**src/rtl/bus_decoder_pkg.sv**
```systemverilog
// ============================================================================
// Module      : bus_decoder_pkg
// Description : Shared FSM encoding, fault read-data constant and write-detect
//               helper for the bus_decoder slice.
// Revision    : 1.0 - initial release
// ============================================================================
`default_nettype none

package bus_decoder_pkg;

    typedef enum logic [1:0] {
        ST_IDLE    = 2'd0,
        ST_ACCESS  = 2'd1,
        ST_RESPOND = 2'd2
    } state_t;

    localparam logic [31:0] C_FAULT_RDATA = 32'h0;

    function automatic logic is_write(input logic [3:0] wstrb);
        return |wstrb;
    endfunction

endpackage

`default_nettype wire

```
**src/rtl/bus_decoder_if.sv**
```systemverilog
// ============================================================================
// Module      : bus_decoder_if
// Description : CPU-side request/response and peripheral slot-side signals.
// Revision    : 1.0 - initial release
// ============================================================================
`default_nettype none

interface bus_decoder_if #(
    parameter int ADDR_WIDTH = 20,
    parameter int SLOT_COUNT = 8
);
    logic                    cpu_mem_valid;
    logic [ADDR_WIDTH-1:0]   cpu_address;
    logic [3:0]              cpu_wstrb;
    logic                    cpu_mem_ready;
    logic [31:0]             cpu_rdata;
    logic                    bus_error;
    logic [SLOT_COUNT-1:0]   slot_en;
    logic [SLOT_COUNT-1:0]   slot_write_en;
    logic [SLOT_COUNT-1:0]   slot_ready;
    logic [32*SLOT_COUNT-1:0] slot_rdata;
    logic [ADDR_WIDTH-1:0]   fault_address;

    // Decoder side
    modport slave (
        input  cpu_mem_valid, cpu_address, cpu_wstrb, slot_ready, slot_rdata,
        output cpu_mem_ready, cpu_rdata, bus_error, slot_en, slot_write_en,
        output fault_address
    );

    // CPU / peripheral side
    modport master (
        output cpu_mem_valid, cpu_address, cpu_wstrb, slot_ready, slot_rdata,
        input  cpu_mem_ready, cpu_rdata, bus_error, slot_en, slot_write_en,
        input  fault_address
    );
endinterface

`default_nettype wire

```
**src/rtl/bus_timeout_counter.sv**
```systemverilog
// ============================================================================
// Module      : bus_timeout_counter
// Description : 16-bit access timer with clear, enable and terminal count.
// Revision    : 1.0 - initial release
// ============================================================================
`default_nettype none

module bus_timeout_counter #(
    parameter int TIMEOUT_CYCLES = 255
) (
    input  logic clk,
    input  logic reset_n,
    input  logic clear_i,
    input  logic enable_i,
    output logic terminal_o
);
    localparam logic [15:0] C_TERMINAL = 16'(TIMEOUT_CYCLES - 1);

    logic [15:0] count_q;

    always_ff @(posedge clk or negedge reset_n) begin
        if (!reset_n) begin
            count_q <= '0;
        end else if (clear_i) begin
            count_q <= '0;
        end else if (enable_i) begin
            count_q <= count_q + 16'd1;
        end
    end

    assign terminal_o = (count_q == C_TERMINAL);

endmodule

`default_nettype wire

```
**src/rtl/bus_decoder.sv**
```systemverilog
// ============================================================================
// Module      : bus_decoder
// Description : CPU-to-peripheral slot decoder with registered one-hot selects.
//               Define BUS_DECODER_TIMEOUT_EN for access timeout and fault report.
// Revision    : 1.0 - initial release
// ============================================================================
`default_nettype none

module bus_decoder
    import bus_decoder_pkg::*;
#(
    parameter int ADDR_WIDTH     = 20,
    parameter int SLOT_COUNT     = 8,
    parameter int SLOT_SHIFT     = 16,
    parameter int TIMEOUT_CYCLES = 255
) (
    input  logic          clk,
    input  logic          reset_n,
    bus_decoder_if.slave  bus
);
    localparam int IDX_W  = (SLOT_COUNT > 1) ? $clog2(SLOT_COUNT) : 1;
    localparam int GAP_LO = SLOT_SHIFT + IDX_W;
    localparam logic [IDX_W-1:0]      C_LAST_SLOT = IDX_W'(SLOT_COUNT - 1);
    localparam logic [SLOT_COUNT-1:0] C_ONE       = SLOT_COUNT'(1);

    state_t                 state_q, state_d;
    logic [IDX_W-1:0]       dec_slot, slot_q, slot_d;
    logic                   dec_mapped, dec_gap;
    logic                   write_q, write_d;
    logic                   fault_q, fault_d;
    logic [31:0]            cap_q, cap_d;
    logic [31:0]            rdata_q, rdata_d;
    logic                   ready_q, ready_d;
    logic [SLOT_COUNT-1:0]  slot_en_q, slot_en_d;
    logic [SLOT_COUNT-1:0]  wen_q, wen_d;
    logic                   accept, sel_ready, timeout;
    logic [31:0]            sel_rdata;

    always_comb begin
        dec_gap = 1'b0;
        for (int i = GAP_LO; i < ADDR_WIDTH - 1; i++) begin
            dec_gap = dec_gap | bus.cpu_address[i];
        end
        if (bus.cpu_address[ADDR_WIDTH-1]) begin
            dec_slot   = C_LAST_SLOT;
            dec_mapped = 1'b1;
        end else begin
            dec_slot   = bus.cpu_address[SLOT_SHIFT +: IDX_W];
            dec_mapped = !dec_gap && (dec_slot < C_LAST_SLOT);
        end
    end

    // The acknowledge cycle still sees the CPU's valid; it must not start a new access.
    assign accept    = bus.cpu_mem_valid && !ready_q;
    assign sel_ready = bus.slot_ready[slot_q];
    assign sel_rdata = bus.slot_rdata[{slot_q, 5'd0} +: 32];

`ifdef BUS_DECODER_TIMEOUT_EN
    logic tc;

    bus_timeout_counter #(
        .TIMEOUT_CYCLES (TIMEOUT_CYCLES)
    ) u_timer (
        .clk        (clk),
        .reset_n    (reset_n),
        .clear_i    (state_q != ST_ACCESS),
        .enable_i   ((state_q == ST_ACCESS) && !sel_ready),
        .terminal_o (tc)
    );

    assign timeout = tc;
`else
    assign timeout = 1'b0;
`endif

    always_ff @(posedge clk or negedge reset_n) begin
        if (!reset_n) begin
            state_q <= ST_IDLE;
        end else begin
            state_q <= state_d;
        end
    end

    always_comb begin
        state_d = state_q;
        case (state_q)
            ST_IDLE: begin
                if (accept) begin
                    state_d = dec_mapped ? ST_ACCESS : ST_RESPOND;
                end
            end
            ST_ACCESS: begin
                if (!bus.cpu_mem_valid) begin
                    state_d = ST_IDLE;
                end else if (sel_ready || timeout) begin
                    state_d = ST_RESPOND;
                end
            end
            ST_RESPOND: state_d = ST_IDLE;
            default:    state_d = ST_IDLE;
        endcase
    end

    always_comb begin
        slot_d  = slot_q;
        write_d = write_q;
        fault_d = fault_q;
        cap_d   = cap_q;
        rdata_d = rdata_q;
        ready_d = 1'b0;
        case (state_q)
            ST_IDLE: begin
                if (accept) begin
                    slot_d  = dec_slot;
                    write_d = is_write(bus.cpu_wstrb);
                    fault_d = !dec_mapped;
                end
            end
            ST_ACCESS: begin
                if (bus.cpu_mem_valid) begin
                    if (sel_ready) begin
                        cap_d   = sel_rdata;
                        fault_d = 1'b0;
                    end else if (timeout) begin
                        fault_d = 1'b1;
                    end
                end
            end
            ST_RESPOND: begin
                ready_d = 1'b1;
                rdata_d = fault_q ? C_FAULT_RDATA : cap_q;
            end
            default: ;
        endcase
        slot_en_d = (state_d == ST_ACCESS) ? (C_ONE << slot_d) : '0;
        wen_d     = write_d ? slot_en_d : '0;
    end

    always_ff @(posedge clk or negedge reset_n) begin
        if (!reset_n) begin
            slot_q    <= '0;
            write_q   <= 1'b0;
            fault_q   <= 1'b0;
            cap_q     <= '0;
            rdata_q   <= '0;
            ready_q   <= 1'b0;
            slot_en_q <= '0;
            wen_q     <= '0;
        end else begin
            slot_q    <= slot_d;
            write_q   <= write_d;
            fault_q   <= fault_d;
            cap_q     <= cap_d;
            rdata_q   <= rdata_d;
            ready_q   <= ready_d;
            slot_en_q <= slot_en_d;
            wen_q     <= wen_d;
        end
    end

`ifdef BUS_DECODER_TIMEOUT_EN
    logic                  err_q;
    logic [ADDR_WIDTH-1:0] addr_q;
    logic [ADDR_WIDTH-1:0] fault_addr_q;

    always_ff @(posedge clk or negedge reset_n) begin
        if (!reset_n) begin
            err_q        <= 1'b0;
            addr_q       <= '0;
            fault_addr_q <= '0;
        end else begin
            err_q <= (state_q == ST_RESPOND) && fault_q;
            if ((state_q == ST_IDLE) && accept) begin
                addr_q <= bus.cpu_address;
            end
            if ((state_q == ST_RESPOND) && fault_q) begin
                fault_addr_q <= addr_q;
            end
        end
    end

    assign bus.bus_error     = err_q;
    assign bus.fault_address = fault_addr_q;
`else
    assign bus.bus_error     = 1'b0;
    assign bus.fault_address = '0;
`endif

    assign bus.cpu_mem_ready = ready_q;
    assign bus.cpu_rdata     = rdata_q;
    assign bus.slot_en       = slot_en_q;
    assign bus.slot_write_en = wen_q;

endmodule

`default_nettype wire
```
**src/flat_wrapper.sv**
```systemverilog
// flat-port wrapper written by rule: the top's interface ports become plain ports
module bus_decoder_flat import bus_decoder_pkg::*;
#(
    parameter int ADDR_WIDTH     = 20,
    parameter int SLOT_COUNT     = 8,
    parameter int SLOT_SHIFT     = 16,
    parameter int TIMEOUT_CYCLES = 255
)
  (clk, reset_n, bus_cpu_mem_valid, bus_cpu_address, bus_cpu_wstrb, bus_slot_ready, bus_slot_rdata, bus_cpu_mem_ready, bus_cpu_rdata, bus_bus_error, bus_slot_en, bus_slot_write_en, bus_fault_address);
  bus_decoder_if #(.ADDR_WIDTH(ADDR_WIDTH), .SLOT_COUNT(SLOT_COUNT)) bus_i ();
  input  logic clk;
  input  logic reset_n;
  input wire logic [$bits(bus_i.cpu_mem_valid)-1:0] bus_cpu_mem_valid;
  input wire logic [$bits(bus_i.cpu_address)-1:0] bus_cpu_address;
  input wire logic [$bits(bus_i.cpu_wstrb)-1:0] bus_cpu_wstrb;
  input wire logic [$bits(bus_i.slot_ready)-1:0] bus_slot_ready;
  input wire logic [$bits(bus_i.slot_rdata)-1:0] bus_slot_rdata;
  output wire logic [$bits(bus_i.cpu_mem_ready)-1:0] bus_cpu_mem_ready;
  output wire logic [$bits(bus_i.cpu_rdata)-1:0] bus_cpu_rdata;
  output wire logic [$bits(bus_i.bus_error)-1:0] bus_bus_error;
  output wire logic [$bits(bus_i.slot_en)-1:0] bus_slot_en;
  output wire logic [$bits(bus_i.slot_write_en)-1:0] bus_slot_write_en;
  output wire logic [$bits(bus_i.fault_address)-1:0] bus_fault_address;
  assign bus_i.cpu_mem_valid = bus_cpu_mem_valid;
  assign bus_i.cpu_address = bus_cpu_address;
  assign bus_i.cpu_wstrb = bus_cpu_wstrb;
  assign bus_i.slot_ready = bus_slot_ready;
  assign bus_i.slot_rdata = bus_slot_rdata;
  assign bus_cpu_mem_ready = bus_i.cpu_mem_ready;
  assign bus_cpu_rdata = bus_i.cpu_rdata;
  assign bus_bus_error = bus_i.bus_error;
  assign bus_slot_en = bus_i.slot_en;
  assign bus_slot_write_en = bus_i.slot_write_en;
  assign bus_fault_address = bus_i.fault_address;
  bus_decoder #(.ADDR_WIDTH(ADDR_WIDTH), .SLOT_COUNT(SLOT_COUNT), .SLOT_SHIFT(SLOT_SHIFT), .TIMEOUT_CYCLES(TIMEOUT_CYCLES)) u_core (.clk(clk), .reset_n(reset_n), .bus(bus_i));
endmodule
```
**config.mk**
```make
export PLATFORM = sky130hd
export DESIGN_NAME = bus_decoder_flat
export DESIGN_NICKNAME = d
export VERILOG_FILES = /design/src/rtl/bus_decoder_pkg.sv /design/src/rtl/bus_decoder_if.sv /design/src/rtl/bus_timeout_counter.sv /design/src/rtl/bus_decoder.sv /design/src/flat_wrapper.sv
export SDC_FILE = /design/constraint.sdc
export NUM_CORES = 1
export LEC_CHECK = 0
export ABC_AREA = 1
export BUFFER_PORTS_ARGS = -buffer_cell sky130_fd_sc_hd__clkbuf_2
export CORE_AREA = 2 2 141 143
export CTS_BUF_LIST = sky130_fd_sc_hd__clkbuf_8 sky130_fd_sc_hd__clkbuf_16
export DETAILED_ROUTE_END_ITERATION = 8
export DIE_AREA = 0 0 143 145
export SYNTH_ARGS = -nofsm -noshare
export SYNTH_HDL_FRONTEND = slang
export SYNTH_HIERARCHICAL = 1
export SYNTH_SLANG_ARGS = --single-unit
```
**constraint.sdc**
```tcl
create_clock -name clk -period 3.01 [get_ports clk]
set_input_delay 0.1505 -clock clk [delete_from_list [all_inputs] [get_ports clk]]
set_output_delay 0.1505 -clock clk [all_outputs]
set_load 0.005 [all_outputs]
```
==> results.yml <==
floorplan:
  io_pins: 361
  die-area_um2: 20740
  row_count: 51
  start_util_pct: 30.89
  die_h_um: 145
  die_w_um: 143
  core-area_um2: 19210
synth:
  synth_cell_types: 27
  synth_top_area_share_pct: 37.12
  syn-cell-area_um2: 5933
  ys_top_cells_by_area: "dfrtp_1 (37%), o21ai_0 (14%), nor2_1 (14%)"
  ys_seq_area_share_pct: 37.12
  ys_warn_count: 6
  synth_cells: 858
  ys_ff_latch: 88
  yosysTopAreaCell: "dfrtp_1"
  avgSynthCellArea_um2: 6.915
clock_network:
  cts_root_buffer: "clkbuf_16"
  cts_resized: 0
  cts.sinks: 88
  numCtsBuffers: 9
  cts_max_path_buffers: 2
  clk_latency_ps: 340
  post_cts_buffers: 0
  cts_htree_levels: 3
  cts_tree: "built"
  clk_pin_slew_ps: 60
  cts-hold-fix-buffers: 1
pwr:
  ir_drop_mv: 0.4815
  p_leak_nw: 4.093
  total_power_mw: 7.270
  power.density_nw_per_um2: 925.0
sta:
  tns_ps: 0
  period_minus_slack_ps: 2004
  relSlewSlack_pct: 32.74
  setup_viol: 0
  worst_slew_pin_slew_ps: 1008
  min_period_over_period_pct: 66.56
  rsz0062_at_grt: "false"
  hold-worst-slack_ps: 94.30
  hold_violations: 0
  max_freq_ghz: 0.4991
  final.setup_skew_ps: 8.275
  slew_viol_final: 0
cells_and_area:
  nets: 1425
  area_delta_synth_final_pct: 32.48
  fillers: 2120
  final_layout_size_suffix_gt1_share_pct: 33.19
detailed_routing:
  ant_nets: 0
  detail_route.first_pass.iterations: 5
  wl_per_cell_um: 16.17
  num_vias: 6633
  via_per_inst: 4.721
  routed-wl-met2_mm: 10.19
  drtIter0Drc: 488
  wirelength_mm: 22.72
  wl_met1_mm: 10.72
  drc: 0
  top_layer_used: "met4"
  wl_met3_mm: 1.371
global_route:
  gr-total-overflow: 0
  grtUsageTotal_pct: 21.76
  grt_start_max_net_pins: 133
  grt_pass1_wl_mm: 34.69
  grt_antenna_before_repair: 1
  grt_pass1_vias: 6255
critical_path:
  arrival_ps: 2270
  required_ps: 3280
  cp_max_fo: 112
  critical_path_class: "reg2reg"
  reg2reg_depth: 5
  worstSetupEndpointType: "flip-flop"
  startpoint_type: "flip-flop"
min_path:
  holdCritPathClass: "in2reg"
  whs_path_depth: 3
flow_run:
  maxCapViolCount: 0
placement:
  dp.final_hpwl_mm: 17.30
  io_buffers: 323
  gp_congestion: 0.9499
outcome:
  status: "finished clean"
==> synthesized netlist by cell type (all sizes together) <==
library cell,n
nand2,129
nand4,1
nor3,2
clkbuf,21
inv,30
nor3b,1
o211ai,64
dfrtp,88
or2,3
conb,1
o21ai,194
nand3,40
buf,69
nor2,215
==> worst max-delay path: stages, from the launching register on <==
cell	delay (ps)
dfrtp_4	510
inv_6	430
o21ai_0	450
o211ai_1	190
nand2_1	110
o21ai_1	120
==> sequential cells by signal, indices dropped and copies added, names as in the netlist <==
register,count
u_core/bus.cpu_mem_ready,1
u_core/bus.cpu_rdata,32
u_core/bus.slot_en,8
u_core/bus.slot_write_en,8
u_core/cap_q,32
u_core/fault_q,1
u_core/slot_q,3
u_core/state_q,2
u_core/write_q,1
==> placed cells by master, fill, tap and decap left out, drive strengths merged <==
cell / count
clkbuf: 333
nor2: 215
o21ai: 194
nand2: 129
dfrtp: 88
o211ai: 64
nand3: 40
inv: 30
conb: 21
buf: 12
or2: 3
clkinvlp: 2
clkinv: 2
nor3: 2
diode: 1
bufinv: 1
dlygate4sd3: 1
nand4: 1
nor3b: 1
==> report_power, final <==
part,leakage (nW),switching (mW),internal [mW],total [mW]
sequential,1.11,0.291,1.66,1.95
combinational,2.83,2.75,1.41,4.16
clock,0.148,0.470,0.693,1.16
total,4.09,3.51,3.76,7.27
==> kinds of logic after synthesis <==
family / after synthesis / share of synthesized area (%)
buffers and inverters: 120 / 11.54
AND/OR/NAND/NOR: 391 / 26.32
flip-flops: 88 / 37.12
other: 1 / 0.06320
AO/OA/AOI/OAI: 258 / 24.97
==> worst paths after layout <==
kind / startpoint / end / slack [ps]
min reg2reg: u_core/cap_q[1]$_DFFE_PN0P_ / u_core/cap_q[1]$_DFFE_PN0P_ / 490
max reg2reg: u_core/slot_q[0]$_DFF_PN0_ / u_core/cap_q[15]$_DFFE_PN0P_ / 1010
max: u_core/slot_q[0]$_DFF_PN0_ / u_core/cap_q[15]$_DFFE_PN0P_ / 1010
min in group asynchronous: reset_n / u_core/bus.cpu_mem_ready$_DFF_PN0_ / 390
max in group asynchronous: reset_n / u_core/slot_q[0]$_DFF_PN0_ / 1810
min: bus_cpu_wstrb[1] / u_core/write_q$_DFF_PN0_ / 90
==> layer usage <==
metal,vias up,GRT usage [%]
li1,3380,-
met5,-,0
met1,3001,31.69
met2,226,32.85
met4,0,5.644
met3,26,4.323
==> layout make-up <==
cell class | instances | area [µm²] | area share, %
clock buffer | 11 | 252.7 | 3.216
clock inverter | 5 | 62.56 | 0.7959
timing repair buffer | 335 | 1762 | 22.41
inverter | 30 | 118.9 | 1.512
tap | 265 | 331.6 | 4.218
multi-input combinational | 670 | 3124 | 39.75
antenna | 1 | 2.502 | 0.03184
sequential | 88 | 2206 | 28.06
==> per-stage QoR <==
| step | cell area, µm² | instances | setup WS [ps] | utilization, % |
|---|---|---|---|---|
| 6_report | 7860 | 1405 | 1006 | 40.92 |
| 5_1_grt | 7858 | 1404 | 768.3 | 40.91 |
| 4_1_cts | 7858 | 1404 | 954.3 | 40.91 |
| 3_5_place_dp | 7532 | 1387 | 961.8 | 39.22 |
| 3_3_place_gp | 7532 | 1387 | 972.9 | 39.22 |
| 2_1_floorplan | 6008 | 878 | 1654 | - |
Note: power is estimated with default switching activity, not from simulation.
